==> src/rtl/prog_loader_if.sv <==
// Byte-wide valid/ready stream carrying a program image into the loader.
interface prog_loader_if;
  logic [7:0] din;
  logic       din_valid;
  logic       din_ready;

  modport master (output din, output din_valid, input din_ready);
  modport slave  (input din, input din_valid, output din_ready);
endinterface

==> src/rtl/prog_loader.sv <==
// Writable 2^N-byte program store with a streaming loader that verifies a trailing
// additive checksum and holds the core until a verified image is present.
module prog_loader #(
  parameter int unsigned N = 2
) (
  input  logic           clk,
  input  logic           rst,
  prog_loader_if.slave   bus,
  input  logic           load_req,
  input  logic [N-1:0]   rd_addr,
  output logic [7:0]     rd_data,
  output logic           cpu_hold,
  output logic           done,
  output logic           err
);

  localparam int unsigned Depth = 1 << N;

  typedef enum logic [1:0] {StIdle, StLoad, StCheck} state_e;

  state_e       state;
  logic [N-1:0] cnt;
  logic [7:0]   sum;
  logic         ready;
  logic [7:0]   mem [Depth];

  logic hs;
  assign hs            = bus.din_valid & ready;
  assign bus.din_ready = ready;
  assign rd_data       = mem[rd_addr];

  // cpu_hold is the inverted "verified image" flag: it only clears on a good checksum
  // and is set again by the next accepted load request.
  always_ff @(posedge clk or negedge rst) begin
    if (!rst) begin
      state    <= StIdle;
      cnt      <= '0;
      sum      <= '0;
      ready    <= 1'b0;
      cpu_hold <= 1'b1;
      done     <= 1'b0;
      err      <= 1'b0;
      for (int i = 0; i < Depth; i++) begin
        mem[i] <= '0;
      end
    end else begin
      done <= 1'b0;
      case (state)
        StIdle: begin
          if (load_req) begin
            state    <= StLoad;
            cnt      <= '0;
            sum      <= '0;
            ready    <= 1'b1;
            cpu_hold <= 1'b1;
            err      <= 1'b0;
          end
        end
        StLoad: begin
          if (hs) begin
            mem[cnt] <= bus.din;
            sum      <= sum + bus.din;
            cnt      <= cnt + 1'b1;
            if (cnt == '1) begin
              state <= StCheck;
            end
          end
        end
        StCheck: begin
          if (hs) begin
            state <= StIdle;
            ready <= 1'b0;
            if (bus.din == sum) begin
              cpu_hold <= 1'b0;
              done     <= 1'b1;
            end else begin
              err <= 1'b1;
            end
          end
        end
        default: begin
          state <= StIdle;
          ready <= 1'b0;
        end
      endcase
    end
  end

endmodule

==> src/flat_wrapper.sv <==
// flat-port wrapper written by rule: the top's interface ports become plain ports
module prog_loader_flat 
#(
  parameter int unsigned N = 2
)
  (clk, rst, load_req, rd_addr, rd_data, cpu_hold, done, err, bus_din, bus_din_valid, bus_din_ready);
  prog_loader_if bus_i ();
  input  logic clk;
  input  logic rst;
  input  logic load_req;
  input  logic [N-1:0] rd_addr;
  output logic [7:0] rd_data;
  output logic cpu_hold;
  output logic done;
  output logic err;
  input wire logic [$bits(bus_i.din)-1:0] bus_din;
  input wire logic [$bits(bus_i.din_valid)-1:0] bus_din_valid;
  output wire logic [$bits(bus_i.din_ready)-1:0] bus_din_ready;
  assign bus_i.din = bus_din;
  assign bus_i.din_valid = bus_din_valid;
  assign bus_din_ready = bus_i.din_ready;
  prog_loader #(.N(N)) u_core (.clk(clk), .rst(rst), .bus(bus_i), .load_req(load_req), .rd_addr(rd_addr), .rd_data(rd_data), .cpu_hold(cpu_hold), .done(done), .err(err));
endmodule
==> config.mk <==
export PLATFORM = sky130hd
export DESIGN_NAME = prog_loader_flat
export DESIGN_NICKNAME = d
export VERILOG_FILES = /design/src/rtl/prog_loader_if.sv /design/src/rtl/prog_loader.sv /design/src/flat_wrapper.sv
export SDC_FILE = /design/constraint.sdc
export NUM_CORES = 1
export LEC_CHECK = 0
export ABC_AREA = 0
export BUFFER_PORTS_ARGS = -buffer_cell sky130_fd_sc_hd__buf_2
export CORE_MARGIN = 4
export CORE_UTILIZATION = 35
export DETAILED_ROUTE_END_ITERATION = 10
export GPL_ROUTABILITY_DRIVEN = 0
export SYNTH_ARGS = -nofsm -noshare
export SYNTH_HDL_FRONTEND = slang
export SYNTH_SLANG_ARGS = --single-unit
export TNS_END_PERCENT = 30
==> constraint.sdc <==
create_clock -name clk -period 2.55 [get_ports clk]
set_input_delay 0.3825 -clock clk [delete_from_list [all_inputs] [get_ports clk]]
set_output_delay 0.3825 -clock clk [all_outputs]
set_load 0.02 [all_outputs]
* Yosys cells after proc, flatten, opt, wreduce, memory -nomap -nowiden
Cells that the tools add are included.
Storage, ports and cells: output and inout bits 12, register bits 48, word-level logic and storage cells 70
Cells by class: reduce and logical (&&, ||, !) cells 10, equality and inequality tests 10, muxes and demuxes 30, bitwise gates (word level) 4, add/subtract/negate cells 2, magnitude comparators 3
Operator list (count):
- $mux W8 | 5
- $bwmux W32 | 1
- $bmux W8 S2 | 1
- $demux W8 S2 | 1
- $pmux W8 S2 | 1
- $mux W2 | 6
- $reduce_and A4 Y1 | 3
- $mux W1 | 10
- $add A8 B8 Y8 | 1
- $eq A8 B8 Y1 | 1
- $ne A2 B1 Y1 const B | 4
- $ge A3 B3 Y1 const B | 2
- $not A2 Y3 | 2
- $pmux W2 S3 | 1
- $reduce_and A3 Y1 | 2
- $eq A2 B2 Y1 const B | 2
- $ne A2 B2 Y1 const B | 2
- $pmux W1 S2 | 2
- $pmux W2 S2 | 1
- $reduce_bool A2 Y1 | 2
- $lt A3 B1 Y1 const B | 1
- $pmux W1 S3 | 1
- $add A2 B1 Y2 const B | 1
- $eq A2 B1 Y1 const B | 1
- other kinds (5) | 5

* Depth between registers and ports, before layout
word-level depth 6, depth in mapped cells 7, gate-level depth less buffers 7

* Worst setup path after synthesis
Ideal clock, no wire load.
path type input to register, start input bus_din[0], end register u_core.sum[6], cell stages on the path 7, library setup time 0.130 ns, slack 0.650 ns, arrival time 1.770 ns, cells stage by stage ha_1 > fa_1 > a21o_1 > a31o_2 > a21oi_1 > xor2_1 > o21ai_0
Between the ends: longest elaborated chain between the ends 3
Ends and longest elaborated chain:
- start: declaration | RTL line flat_wrapper.sv:16 | input wire logic [$bits(bus_i.din)-1:0] bus_din;
- $add A8 B8 Y8 | RTL line prog_loader.sv:62 | sum <= sum + bus.din;
- $mux W8 | RTL line prog_loader.sv:60 | if (hs) begin
- $pmux W8 S2 | RTL line prog_loader.sv:48 | case (state)
- end signal: assignment | RTL line prog_loader.sv:62
- end: declaration | RTL line prog_loader.sv:23 | logic [7:0] sum;
No other way between the ends. The select of a mux whose other input is x is not followed. A chain may end at the register's enable or synchronous reset.

* Final worst setup path
start register u_core.sum[0], end register u_core.sum[6]
Between the ends: longest elaborated chain between the ends 3
Ends and longest elaborated chain (RTL line):
- $add A8 B8 Y8 | prog_loader.sv:62
- $mux W8 | prog_loader.sv:60
- $pmux W8 S2 | prog_loader.sv:48
No other way between the ends. The select of a mux whose other input is x is not followed.

==> reports/summary.txt <==
FFs w/ async S/R, synth - 100.0%
Fin util - 41.22%
Fill count - 673
Post-synth EDFFs - 0
Netlist Area Pre-Place - 2502 um^2
Area Growth Syn to Fin - 13.15%
Grt ovf - 0
Detailed Place HPWL - 3355 um
Depth of the CTS H-tree - 2
Critical path's largest stage delay - 410 ps
Critical Path Fanout Max - 3
Clock Root Buffer - clkbuf_8
Die Ht - 92.56 um
Worst skew pair latency - 310 ps
Final ANT Viol Nets - 0
RSZ-0062 raised after global routing - false
Final Hold Viols - 0
Final setup viols - 0
# Post-CTS Setup Buffers - 0
Cell Pwr Density - 1153 nW/um^2
CP cell instances - ha_1, fa_1, a21o_1, a31o_2, a21oi_1, xor2_1, o21ai_0
CTS tree - yes
Cell area after layout - 2831 um^2
GRT Overall Usage - 12.22%
Largest net degree at the start of global routing - 49
Status - finished clean
Max_cap viols - 0
Top_reg_cell synth - dfrtp_1
PnR worst setup slack - 594.7 ps
Initial antenna violation count - 0
Initial core utilization - 36.43%
Reg-to-Reg End - u_core.sum[6]
Antenna cells - 0
Worst rel slew slack - 59.33%
Ports - 26
Synthesis Warnings - 0
Core area - 6869 um^2
CP endpoint - u_core.sum[6]
Synth top area share - 47.00%
Max Slew Vio Count - 0
Critical path type - register to register
PortBufs - 25
Area occupied by multi-input gates - 1246 um^2
R2r setup slk - 590 ps
Clock slew at reported path FFs - 100 ps
Nets - 246
Worst min-delay path class - input pin to async pin
Die ar. - 8566 um^2
Final Routed Wirelength - 4830 um
Synth Net Count - 220
Placed Instance Area - 2716 um^2
Critical path startpoint - u_core.sum[0]
Peak VDD IR - 0.4312 mV
Longest Clk Path Bufs - 2
CP Launch Type - register
Drt wl/cell - 15.24 um
Site Rows - 30
Vias - 1586
CTS Buf Count - 5
Syn Inst Count - 194
Post-CTS resize count - 0
Fin crit share - 76.68%
Vias per inst - 5.003
Number of clock sinks - 48
Avg Cell Area, Syn - 12.90 um^2
DR pass1 iterations - 4
Vias in the first global route - 1657
Initial DRC count - 58
Chip width - 92.56 um
Post-synth cell types - 43
Top post-synthesis cells by area - dfrtp_1 (47%), mux2_2 (14%), mux4_2 (7.2%)
Synth area leader - dfrtp_1
Slew of the pin with the lowest slew margin - 610.1 ps
Register Area - 1202 um^2
CP Data Arrival Time - 2150 ps
# DRC - 0
Final TNS setup - 0 ps
Register area share after synthesis - 48.05%
Fin crit period - 1955 ps
Fmax achieved - 0.5114 GHz
Share of post-route cells with drive strength above 1 - 39.37%
Pre-CTS setup slack - 400.5 ps
Number of synthesized register bits - 48
Crit end category - register
Final Skew - 10.35 ps
R2r startpoint - u_core.sum[0]
First-pass GRT wire length - 8252 um
Hold_buf cts - 0
Depth of the most critical reg-to-reg path - 7
Slowest cell on the critical path - fa_1
P_leak - 1.286 nW
CP required - 2740 ps
area by class of cell:
cell class | count | area share [%]
repair buffers | 26 | 4.684
clock inverters | 3 | 1.635
inverters | 4 | 0.5303
flip-flops and latches | 48 | 42.47
well taps | 96 | 4.242
clock buffers | 5 | 2.430
multi-input cells | 135 | 44.01
cell usage in the layout, fill, tap and decap left out, drive strengths merged, types with 3 or more instances in the layout:
cell and count:
a21oi 8, nor3 4, buf 26, o31ai 3
clkbuf 5, mux2 32, nand2 16, a21o 5
nand3b 3, o21ai 12, mux4 8, nor2 8
inv 5, xor2 3, dfrtp 47, ha 11
cell families after synthesis:
| logic type | share of synthesized area [%] |
|---|---|
| compound gates | 9.401 |
| xor+xnor | 1.750 |
| flops | 48.05 |
| mux | 22.00 |
| simple gates | 10.35 |
| fa+ha+maj | 6.300 |
| buf+inv | 2.150 |
cell usage after synthesis, drive strengths merged (2+ instances only):
library cell  number
xor2               3
nor3               4
buf                6
nor2               8
nand3b             3
nand3              2
nand2b             2
mux2              32
a211oi             2
ha                11
a21o               5
nor4               2
xnor2              2
a22o               2
dfrtp             47
nand2             16
o31ai              3
a21oi              8
inv                4
o21ai             12
mux4               8
per-layer routing:
layer  vias to the layer above  share of wire [%]  track usage [%]
met5                         -                  0                0
met1                       793                 48            16.39
met2                        27                 47            19.82
li1                        762                  -                -
met4                         0               0.93            3.713
met3                         4                3.7            2.600
worst min path at each step:
stage,end,slack (ps)
6_report,u_core.mem[14],160
5_1_grt,u_core.mem[14],230
4_1_cts,u_core.mem[22],190
3_5_place_dp,u_core.sum[2],470
3_3_place_gp,u_core.sum[2],470
2_1_floorplan,u_core.bus.din_ready,90
registers in the layout, summed over array words and instances, names as in the netlist:
register              count
u_core.cpu_hold           1
u_core.err                1
u_core.bus.din_ready      1
u_core.cnt                2
u_core.sum                8
u_core.mem               32
u_core.done               1
u_core.state              2
worst max-delay path, delay by kind of cell, from the launching register on:
family,cells,cell delay [ps]
AO/OA/AOI/OAI,4,680
XOR/XNOR,1,150
adder cells (fa/ha/maj),2,640
flip-flops,1,390
where the power goes:
part	switching (mW)	internal, mW
clock	0.267	0.296
sequential	0.203	1.11
combinational	0.692	0.702
total	1.16	2.10
per-stage QoR:
stage	std cells	power [mW]	hold slack, ps
floorplan	194	2.420	86.91
global placement	309	2.705	466.9
detailed placement	309	2.742	472.2
CTS	317	3.315	193.2
global route	317	3.516	227.9
finish	317	3.265	161.0
Note: power is estimated with default switching activity, not from simulation.
